--- src/rtl/sdram_arbiter_if.sv ---
// Command-bus bundle between the SDRAM sequencers and the arbiter.
// master = sequencer side, slave = arbiter side.
interface sdram_arbiter_if;
  logic        flag_init_end;
  logic [3:0]  init_cmd;
  logic [11:0] init_addr;
  logic        ref_req;
  logic        flag_ref_end;
  logic [3:0]  aref_cmd;
  logic [11:0] aref_addr;
  logic        wr_req;
  logic        rd_req;
  logic        flag_wr_end;
  logic        flag_rd_end;
  logic [3:0]  wr_cmd;
  logic [3:0]  rd_cmd;
  logic [11:0] wr_addr;
  logic [11:0] rd_addr;
  logic        ref_en;
  logic        wr_en;
  logic        rd_en;
  logic [3:0]  sdram_cmd;
  logic [11:0] sdram_addr;
  logic        timeout_err;

  modport master (
    output flag_init_end, init_cmd, init_addr,
    output ref_req, flag_ref_end, aref_cmd, aref_addr,
    output wr_req, rd_req, flag_wr_end, flag_rd_end,
    output wr_cmd, rd_cmd, wr_addr, rd_addr,
    input  ref_en, wr_en, rd_en,
    input  sdram_cmd, sdram_addr, timeout_err
  );

  modport slave (
    input  flag_init_end, init_cmd, init_addr,
    input  ref_req, flag_ref_end, aref_cmd, aref_addr,
    input  wr_req, rd_req, flag_wr_end, flag_rd_end,
    input  wr_cmd, rd_cmd, wr_addr, rd_addr,
    output ref_en, wr_en, rd_en,
    output sdram_cmd, sdram_addr, timeout_err
  );
endinterface

--- src/rtl/sdram_arbiter.sv ---
// SDRAM command-bus arbiter: refresh first, write/read alternate,
// watchdog releases a grant that never reports completion.
module sdram_arbiter #(
  parameter int TIMEOUT = 1023,
  parameter int CNT_W   = 10
) (
  input logic           CLK,
  input logic           RSTn,
  sdram_arbiter_if.slave bus
);

  typedef enum logic [2:0] {
    S_INIT, S_ARBIT, S_AREF, S_WRITE, S_READ
  } state_e;

  localparam logic [3:0] NOP = 4'b0111;
  localparam logic [CNT_W-1:0] TO_LAST =
    CNT_W'(TIMEOUT - 1);

  state_e           state_q, state_d;
  logic             last_rd_q, last_rd_d;
  logic [CNT_W-1:0] cnt_q, cnt_d;

  logic ref_win, wr_win, rd_win;
  logic in_grant, end_hit, to_hit;

  // last_rd_q=1 means read was served last, so write wins a tie
  always_comb begin
    ref_win = bus.ref_req;
    wr_win  = !bus.ref_req && bus.wr_req &&
              (!bus.rd_req || last_rd_q);
    rd_win  = !bus.ref_req && bus.rd_req &&
              (!bus.wr_req || !last_rd_q);
  end

  always_comb begin
    in_grant = 1'b0;
    end_hit  = 1'b0;
    unique case (1'b1)
      state_q == S_AREF: begin
        in_grant = 1'b1;
        end_hit  = bus.flag_ref_end;
      end
      state_q == S_WRITE: begin
        in_grant = 1'b1;
        end_hit  = bus.flag_wr_end;
      end
      state_q == S_READ: begin
        in_grant = 1'b1;
        end_hit  = bus.flag_rd_end;
      end
      default: ;
    endcase
    to_hit = in_grant && (cnt_q == TO_LAST);
  end

  always_ff @(posedge CLK or negedge RSTn) begin
    if (!RSTn) begin
      state_q   <= S_INIT;
      last_rd_q <= 1'b1;
      cnt_q     <= '0;
    end else begin
      state_q   <= state_d;
      last_rd_q <= last_rd_d;
      cnt_q     <= cnt_d;
    end
  end

  always_comb begin
    state_d   = state_q;
    last_rd_d = last_rd_q;
    cnt_d     = '0;
    unique case (state_q)
      S_INIT:
        if (bus.flag_init_end) state_d = S_ARBIT;
      S_ARBIT: begin
        unique case (1'b1)
          ref_win: state_d = S_AREF;
          wr_win: begin
            state_d   = S_WRITE;
            last_rd_d = 1'b0;
          end
          rd_win: begin
            state_d   = S_READ;
            last_rd_d = 1'b1;
          end
          default: ;
        endcase
      end
      default: begin
        cnt_d = cnt_q + 1'b1;
        if (end_hit || to_hit) state_d = S_ARBIT;
      end
    endcase
  end

  always_comb begin
    bus.ref_en      = 1'b0;
    bus.wr_en       = 1'b0;
    bus.rd_en       = 1'b0;
    bus.timeout_err = to_hit && !end_hit;
    bus.sdram_cmd   = NOP;
    bus.sdram_addr  = '0;
    unique case (state_q)
      S_INIT: begin
        bus.sdram_cmd  = bus.init_cmd;
        bus.sdram_addr = bus.init_addr;
      end
      S_ARBIT: begin
        bus.ref_en = ref_win;
        bus.wr_en  = wr_win;
        bus.rd_en  = rd_win;
      end
      S_AREF: begin
        bus.sdram_cmd  = bus.aref_cmd;
        bus.sdram_addr = bus.aref_addr;
      end
      S_WRITE: begin
        bus.sdram_cmd  = bus.wr_cmd;
        bus.sdram_addr = bus.wr_addr;
      end
      S_READ: begin
        bus.sdram_cmd  = bus.rd_cmd;
        bus.sdram_addr = bus.rd_addr;
      end
      default: ;
    endcase
  end

endmodule

--- src/flat_wrapper.sv ---
// flat-port wrapper written by rule: the top's interface ports become plain ports
module sdram_arbiter_flat 
#(
  parameter int TIMEOUT = 1023,
  parameter int CNT_W   = 10
)
  (CLK, RSTn, bus_flag_init_end, bus_init_cmd, bus_init_addr, bus_ref_req, bus_flag_ref_end, bus_aref_cmd, bus_aref_addr, bus_wr_req, bus_rd_req, bus_flag_wr_end, bus_flag_rd_end, bus_wr_cmd, bus_rd_cmd, bus_wr_addr, bus_rd_addr, bus_ref_en, bus_wr_en, bus_rd_en, bus_sdram_cmd, bus_sdram_addr, bus_timeout_err);
  sdram_arbiter_if bus_i ();
  input logic CLK;
  input logic RSTn;
  input wire logic [$bits(bus_i.flag_init_end)-1:0] bus_flag_init_end;
  input wire logic [$bits(bus_i.init_cmd)-1:0] bus_init_cmd;
  input wire logic [$bits(bus_i.init_addr)-1:0] bus_init_addr;
  input wire logic [$bits(bus_i.ref_req)-1:0] bus_ref_req;
  input wire logic [$bits(bus_i.flag_ref_end)-1:0] bus_flag_ref_end;
  input wire logic [$bits(bus_i.aref_cmd)-1:0] bus_aref_cmd;
  input wire logic [$bits(bus_i.aref_addr)-1:0] bus_aref_addr;
  input wire logic [$bits(bus_i.wr_req)-1:0] bus_wr_req;
  input wire logic [$bits(bus_i.rd_req)-1:0] bus_rd_req;
  input wire logic [$bits(bus_i.flag_wr_end)-1:0] bus_flag_wr_end;
  input wire logic [$bits(bus_i.flag_rd_end)-1:0] bus_flag_rd_end;
  input wire logic [$bits(bus_i.wr_cmd)-1:0] bus_wr_cmd;
  input wire logic [$bits(bus_i.rd_cmd)-1:0] bus_rd_cmd;
  input wire logic [$bits(bus_i.wr_addr)-1:0] bus_wr_addr;
  input wire logic [$bits(bus_i.rd_addr)-1:0] bus_rd_addr;
  output wire logic [$bits(bus_i.ref_en)-1:0] bus_ref_en;
  output wire logic [$bits(bus_i.wr_en)-1:0] bus_wr_en;
  output wire logic [$bits(bus_i.rd_en)-1:0] bus_rd_en;
  output wire logic [$bits(bus_i.sdram_cmd)-1:0] bus_sdram_cmd;
  output wire logic [$bits(bus_i.sdram_addr)-1:0] bus_sdram_addr;
  output wire logic [$bits(bus_i.timeout_err)-1:0] bus_timeout_err;
  assign bus_i.flag_init_end = bus_flag_init_end;
  assign bus_i.init_cmd = bus_init_cmd;
  assign bus_i.init_addr = bus_init_addr;
  assign bus_i.ref_req = bus_ref_req;
  assign bus_i.flag_ref_end = bus_flag_ref_end;
  assign bus_i.aref_cmd = bus_aref_cmd;
  assign bus_i.aref_addr = bus_aref_addr;
  assign bus_i.wr_req = bus_wr_req;
  assign bus_i.rd_req = bus_rd_req;
  assign bus_i.flag_wr_end = bus_flag_wr_end;
  assign bus_i.flag_rd_end = bus_flag_rd_end;
  assign bus_i.wr_cmd = bus_wr_cmd;
  assign bus_i.rd_cmd = bus_rd_cmd;
  assign bus_i.wr_addr = bus_wr_addr;
  assign bus_i.rd_addr = bus_rd_addr;
  assign bus_ref_en = bus_i.ref_en;
  assign bus_wr_en = bus_i.wr_en;
  assign bus_rd_en = bus_i.rd_en;
  assign bus_sdram_cmd = bus_i.sdram_cmd;
  assign bus_sdram_addr = bus_i.sdram_addr;
  assign bus_timeout_err = bus_i.timeout_err;
  sdram_arbiter #(.TIMEOUT(TIMEOUT), .CNT_W(CNT_W)) u_core (.CLK(CLK), .RSTn(RSTn), .bus(bus_i));
endmodule
--- config.mk ---
export PLATFORM = sky130hd
export DESIGN_NAME = sdram_arbiter_flat
export DESIGN_NICKNAME = d
export VERILOG_FILES = /design/src/rtl/sdram_arbiter_if.sv /design/src/rtl/sdram_arbiter.sv /design/src/flat_wrapper.sv
export SDC_FILE = /design/constraint.sdc
export NUM_CORES = 1
export LEC_CHECK = 0
export ABC_AREA = 0
export CAP_MARGIN = 20
export CORE_UTILIZATION = 35
export CTS_CLUSTER_SIZE = 8
export DETAILED_ROUTE_END_ITERATION = 10
export PLACE_DENSITY = 0.82
export REMOVE_ABC_BUFFERS = 1
export SETUP_SLACK_MARGIN = 0.1
export SLEW_MARGIN = 10
export SYNTH_ARGS = -nofsm -noshare
export SYNTH_HDL_FRONTEND = slang
export SYNTH_SLANG_ARGS = --single-unit
--- constraint.sdc ---
create_clock -name CLK -period 1.6 [get_ports CLK]
set_input_delay 0.32 -clock CLK [delete_from_list [all_inputs] [get_ports CLK]]
set_output_delay 0.32 -clock CLK [all_outputs]
set_load 0.1 [all_outputs]
Word level (Yosys, flattened, before mapping)

Index checks and enable logic that the tools add are counted.

Input port bits: 73
Word-level logic and storage cells: 45
Bits in registers: 14

Muxes and demuxes: 13
Add/subtract/negate cells: 1
Eq/ne operators: 7
Reduce and logical (&&, ||, !) cells: 21

Operators by type and width:

| operator                                                                 | number |
|---|---|
| 12-bit case mux with 4 select lines                                      | 1 |
| 4-bit case mux with 4 select lines                                       | 1 |
| 10-bit by 1-bit adder with 10-bit output (second input constant)         | 1 |
| 10-bit equality test (second input constant)                             | 1 |
| 10-bit two-way mux                                                       | 1 |
| 3-bit case mux with 3 select lines                                       | 1 |
| 3-bit by 2-bit equality test with 1-bit output (second input constant)   | 2 |
| 1-bit logical AND                                                        | 6 |
| 3-bit two-way mux                                                        | 2 |
| 3-bit case mux with 2 select lines                                       | 1 |
| 1-bit zero test                                                          | 5 |
| 1-bit two-way mux                                                        | 4 |
| 4-bit by 2-bit inequality test with 1-bit output (second input constant) | 1 |
| 3-bit by 1-bit equality test with 1-bit output (second input constant)   | 1 |
| 3-bit equality test (second input constant)                              | 1 |
| 3-bit zero test                                                          | 1 |
| 1-bit logical OR                                                         | 3 |
| 1-bit case mux with 3 select lines                                       | 1 |
| 3-bit AND reduction                                                      | 1 |
| 3-bit nonzero test                                                       | 1 |
| 3-bit OR reduction                                                       | 1 |
| 2-bit inequality test (second input constant)                            | 1 |
| 1-bit case mux with 2 select lines                                       | 1 |
| 2-bit AND reduction                                                      | 1 |
| other kinds (2)                                                          | 2 |

Longest topological paths before layout

Depth after elaboration: 7
Mapped depth: 6
Depth with buffers taken out: 6

Least setup slack after synthesis

No wires, ideal clock.

Path type: reg2out
From: register u_core.state_q[1]
To: output port bus_sdram_addr[0]
Path slack: -1691 ps
Data arrival time: 2971 ps
Cell stages (with the launch flop): 5
Path through: dfrtp_1 -> and2b_1 -> buf_2 -> a21oi_1 -> o21ai_0

Cells in the longest elaborated chain, start to end: 2

Ends and longest elaborated chain:

| item                                        | RTL line             | text |
|---|---|---|
| start: declaration                          | sdram_arbiter.sv:20  | `state_e state_q, state_d;` |
| start signal: assignment                    | sdram_arbiter.sv:63  | `state_q <= state_d;` |
| 3-bit equality test (tied with other cells) | sdram_arbiter.sv:104 | `unique case (state_q)` |
| 12-bit case mux with 4 select lines *       | sdram_arbiter.sv:104 |  |
| end: declaration                            | flat_wrapper.sv:30   | `output wire logic [$bits(bus_i.sdram_addr)-1:0] bus_sdram_addr;` |

Every way passes the cells marked *; elsewhere a longest branch is shown, timed or not.

Worst setup path in the final report

From: register u_core.state_q[2]
To: output port bus_sdram_addr[0]

Same word-level chain as after synthesis.

==> results by group <==
Clocking
  – H-tree level count: 1
  – Total CTS buffers: 3
  – Buffer type at the clock tree root: sky130_fd_sc_hd__clkbuf_4
  – CTS clock-pin slew for the worst setup and hold paths: 100 ps
  – Clock tree sinks: 14
  – Later-pin clock latency in the skew report: 300 ps
  – Max clock buf depth: 2
  – CTS tree: yes

Die
  – Std-Cell Rows: 21
  – Floorplan die width: 62.30 um
  – Top-level I/O count: 93
  – Area of the core region: 3416 um^2
  – Die Y: 62.30 um
  – Die area: 3881 um^2
  – Initial standard-cell utilization of the core: 0.3725

Synth
  – Number of synthesized register bits: 14
  – Average size of a mapped cell: 7.485 um^2
  – Count leader, synth: sky130_fd_sc_hd__nor2_1
  – Biggest area contributors in the synthesized netlist: sky130_fd_sc_hd__dfrtp_1, sky130_fd_sc_hd__mux2i_1, sky130_fd_sc_hd__o21ai_0, sky130_fd_sc_hd__nor2_1, sky130_fd_sc_hd__nand2_1
  – Top cells by instance count after synthesis: sky130_fd_sc_hd__nor2_1, sky130_fd_sc_hd__mux2i_1, sky130_fd_sc_hd__nand2_1, sky130_fd_sc_hd__o21ai_0, sky130_fd_sc_hd__a21oi_1
  – Area share of the leading cell type in the synthesized netlist: 0.2557
  – Number of warning messages in the yosys log: 0
  – Most used flip-flop cell after synthesis: sky130_fd_sc_hd__dfrtp_1
  – Fraction of registers with async set or reset after synthesis: 1.000
  – Count of distinct cell types in the synthesized netlist: 31
  – Synthesized netlist cell count: 170
  – EDFF count, synth: 0
  – Top cell type by total area after synthesis: sky130_fd_sc_hd__dfrtp_1
  – Cell area after synthesis: 1272 um^2
  – Sequential element share of the synthesized area: 0.2763

Final layout
  – Fraction of final layout cells sized beyond drive strength 1: 0.3790
  – Final standard cell utilization of the core: 0.9147
  – Design area: 3124 um^2
  – Area taken by multi-input logic gates: 996.0 um^2
  – Relative area change from synthesis to final layout: 145.5%
  – Sequential cell area: 354.1 um^2
  – Antenna diode count: 0
  – Final-stage net count: 390
  – Fillcell total: 112

Setup path
  – Critical path required time: 1280 ps
  – Crit-path cells: buf_4, nor2_2, buf_12, nand2_1, o21ai_1, buf_4, buf_12
  – Startpoint kind of the worst setup timing path: flop
  – Category of the critical setup timing path: flop to primary output
  – Max stage delay cell, worst path: sky130_fd_sc_hd__dfrtp_1
  – Biggest fanout along the worst timing path: 13
  – Bufs and invs on worst path: 4
  – Top Family by Delay on Critical Path: buffers and inverters
  – Slack of the worst reg-to-reg path: 10 ps
  – Arr. time, crit path: 1900 ps
  – Critical path capture point type: primary output
  – Maximum single-stage delay on the critical path: 450 ps

Detailed routing
  – Avg Vias per Cell: 5.858
  – Number of iterations in the first detailed-routing pass: 5
  – Number of vias in the routed layout: 2,109
  – Final routed wire length divided by cell count: 22.66 um
  – Detailed-route wire length: 8.158 mm
  – Starting DRC count in detailed routing: 210
  – Number of antenna-violating nets in the routed design: 0
  – DRC violation count after routing: 0

Global routing
  – Aggregate global routing overflow: 0
  – GRT Util Overall: 0.3407
  – Number of global-route vias before repair: 2,060
  – Antenna violations before repair: 0
  – Pin count of the biggest net entering global routing: 15
  – Wire length of the first global-routing pass: 10.19 mm

Timing
  – Final setup viols: 20
  – Worst Max-Slew Pin Slew: 386.4 ps
  – Number of hold violations in the final report: 0
  – Skew final: 9.922 ps
  – Worst setup margin: -617.5 ps
  – Worst relative slew slack: 0.7397
  – Final critical path time including I/O delays and setup: 2218 ps
  – Period utilisation layout: 1.386
  – Unrepaired setup endpoints after global routing: yes
  – Fmax: 451.0 MHz
  – Total count of max-transition violations in the final report: 0

Flow run
  – Max-cap violations: 0

Worst hold path
  – Worst min-delay path category: primary input to asynchronous set/reset pin

Status
  – Status: complete, but fails checks
  – Failing checks: setup timing

Placed design
  – Pre-CTS WS: -209.2 ps
  – Placed instance area: 2778 um^2
  – Routability congestion estimate: 0.8396
  – Port-buffer cells: 92
  – Final HPWL from detailed placement: 4.272 mm

Power
  – Power Density: 2272 nW/um^2
  – Worst-case vdd ir drop: 1760 uV
  – Static leakage: 0.001358 uW
  – Total chip power: 7100 uW
-- logic make-up after synthesis --
| logic type | Yosys count | share of synthesized area |
|---|---|---|
| buffers and inverters | 18 | 0.06784 |
| muxes | 20 | 0.1573 |
| AOI/OAI and AO/OA | 44 | 0.1947 |
| DFF | 14 | 0.2763 |
| adders and majority gates | 2 | 0.01966 |
| xor gates and xnor gates | 7 | 0.04818 |
| and+or+nand+nor | 65 | 0.2360 |
-- state kept, by name, indices dropped and copies added (netlist names) --
name and count:
u_core.last_rd_q 1, u_core.state_q 3, u_core.cnt_q 10
-- layout by cell type, fill, tap and decap left out, types with 4 or more instances in the layout --
cell type	n
sky130_fd_sc_hd__mux2i_1	20
sky130_fd_sc_hd__nor2_4	4
sky130_fd_sc_hd__clkdlybuf4s50_1	72
sky130_fd_sc_hd__buf_12	24
sky130_fd_sc_hd__dfrtp_1	11
sky130_fd_sc_hd__o21ai_1	14
sky130_fd_sc_hd__nor2_1	21
sky130_fd_sc_hd__buf_6	5
sky130_fd_sc_hd__a21oi_2	6
sky130_fd_sc_hd__inv_1	7
sky130_fd_sc_hd__xnor2_1	4
sky130_fd_sc_hd__buf_4	47
sky130_fd_sc_hd__a21oi_1	8
sky130_fd_sc_hd__nand2_1	20
-- where the power goes --
part / switching, uW / internal [uW]
combinational: 3670 / 2570
sequential: 127 / 461
clock: 142 / 139
-- layout make-up --
class | count | area share
Clock buffer | 4 | 0.01161
Inverter | 8 | 0.009612
Multi-Input combinational cell | 138 | 0.3188
Sequential cell | 14 | 0.1133
Tap cell | 46 | 0.01842
Timing Repair Buffer | 150 | 0.5282
-- worst reg2reg max path: cells and delay by family (launching register included) --
family,cells,cell delay [ps]
adders and majority gates,1,160
and+or+nand+nor,2,330
AOI/OAI and AO/OA,2,350
buffers and inverters,2,230
DFF,1,420
-- per-stage QoR --
step	TNS, ps	std cells	hold WS [ps]
after floorplan	-36990	160	24.41
after global placement	-2273	344	495.5
after detailed placement	-2936	344	512.6
after CTS	-7101	351	342.6
after global routing	-10260	360	356.4
final	-9104	360	345.0
-- final timing paths --
check                                                   start                            end  depth (start not counted)
worst max-delay path            u_core.state_q[2]$_DFFE_PN0P_              bus_sdram_addr[0]                          7
worst min-delay path                                     RSTn      u_core.cnt_q[0]$_DFF_PN0_                          2
worst max register to register      u_core.cnt_q[0]$_DFF_PN0_  u_core.state_q[0]$_DFFE_PN0P_                          7
worst min register to register   u_core.last_rd_q$_DFFE_PN1P_   u_core.last_rd_q$_DFFE_PN1P_                          2
max in group asynchronous                                RSTn   u_core.last_rd_q$_DFFE_PN1P_                          2
min in group CLK                 u_core.last_rd_q$_DFFE_PN1P_   u_core.last_rd_q$_DFFE_PN1P_                          2
-- routing by layer --
| metal | part of all wire | GRT usage |
|---|---|---|
| met5 | 0 | 0 |
| met4 | 0.084 | 0.2006 |
| met3 | 0.095 | 0.07537 |
| met2 | 0.50 | 0.6497 |
| met1 | 0.32 | 0.3318 |
-- repair_timing --
action / in CTS / in global routing
cloned: 0 / 1
setup buffers: 3 / 10
resized for setup: 28 / 35
setup endpoints to repair: 20 / 24
pin swaps: 3 / 12
hold buffers: 0 / 0
(Power assumes the default switching activity.)
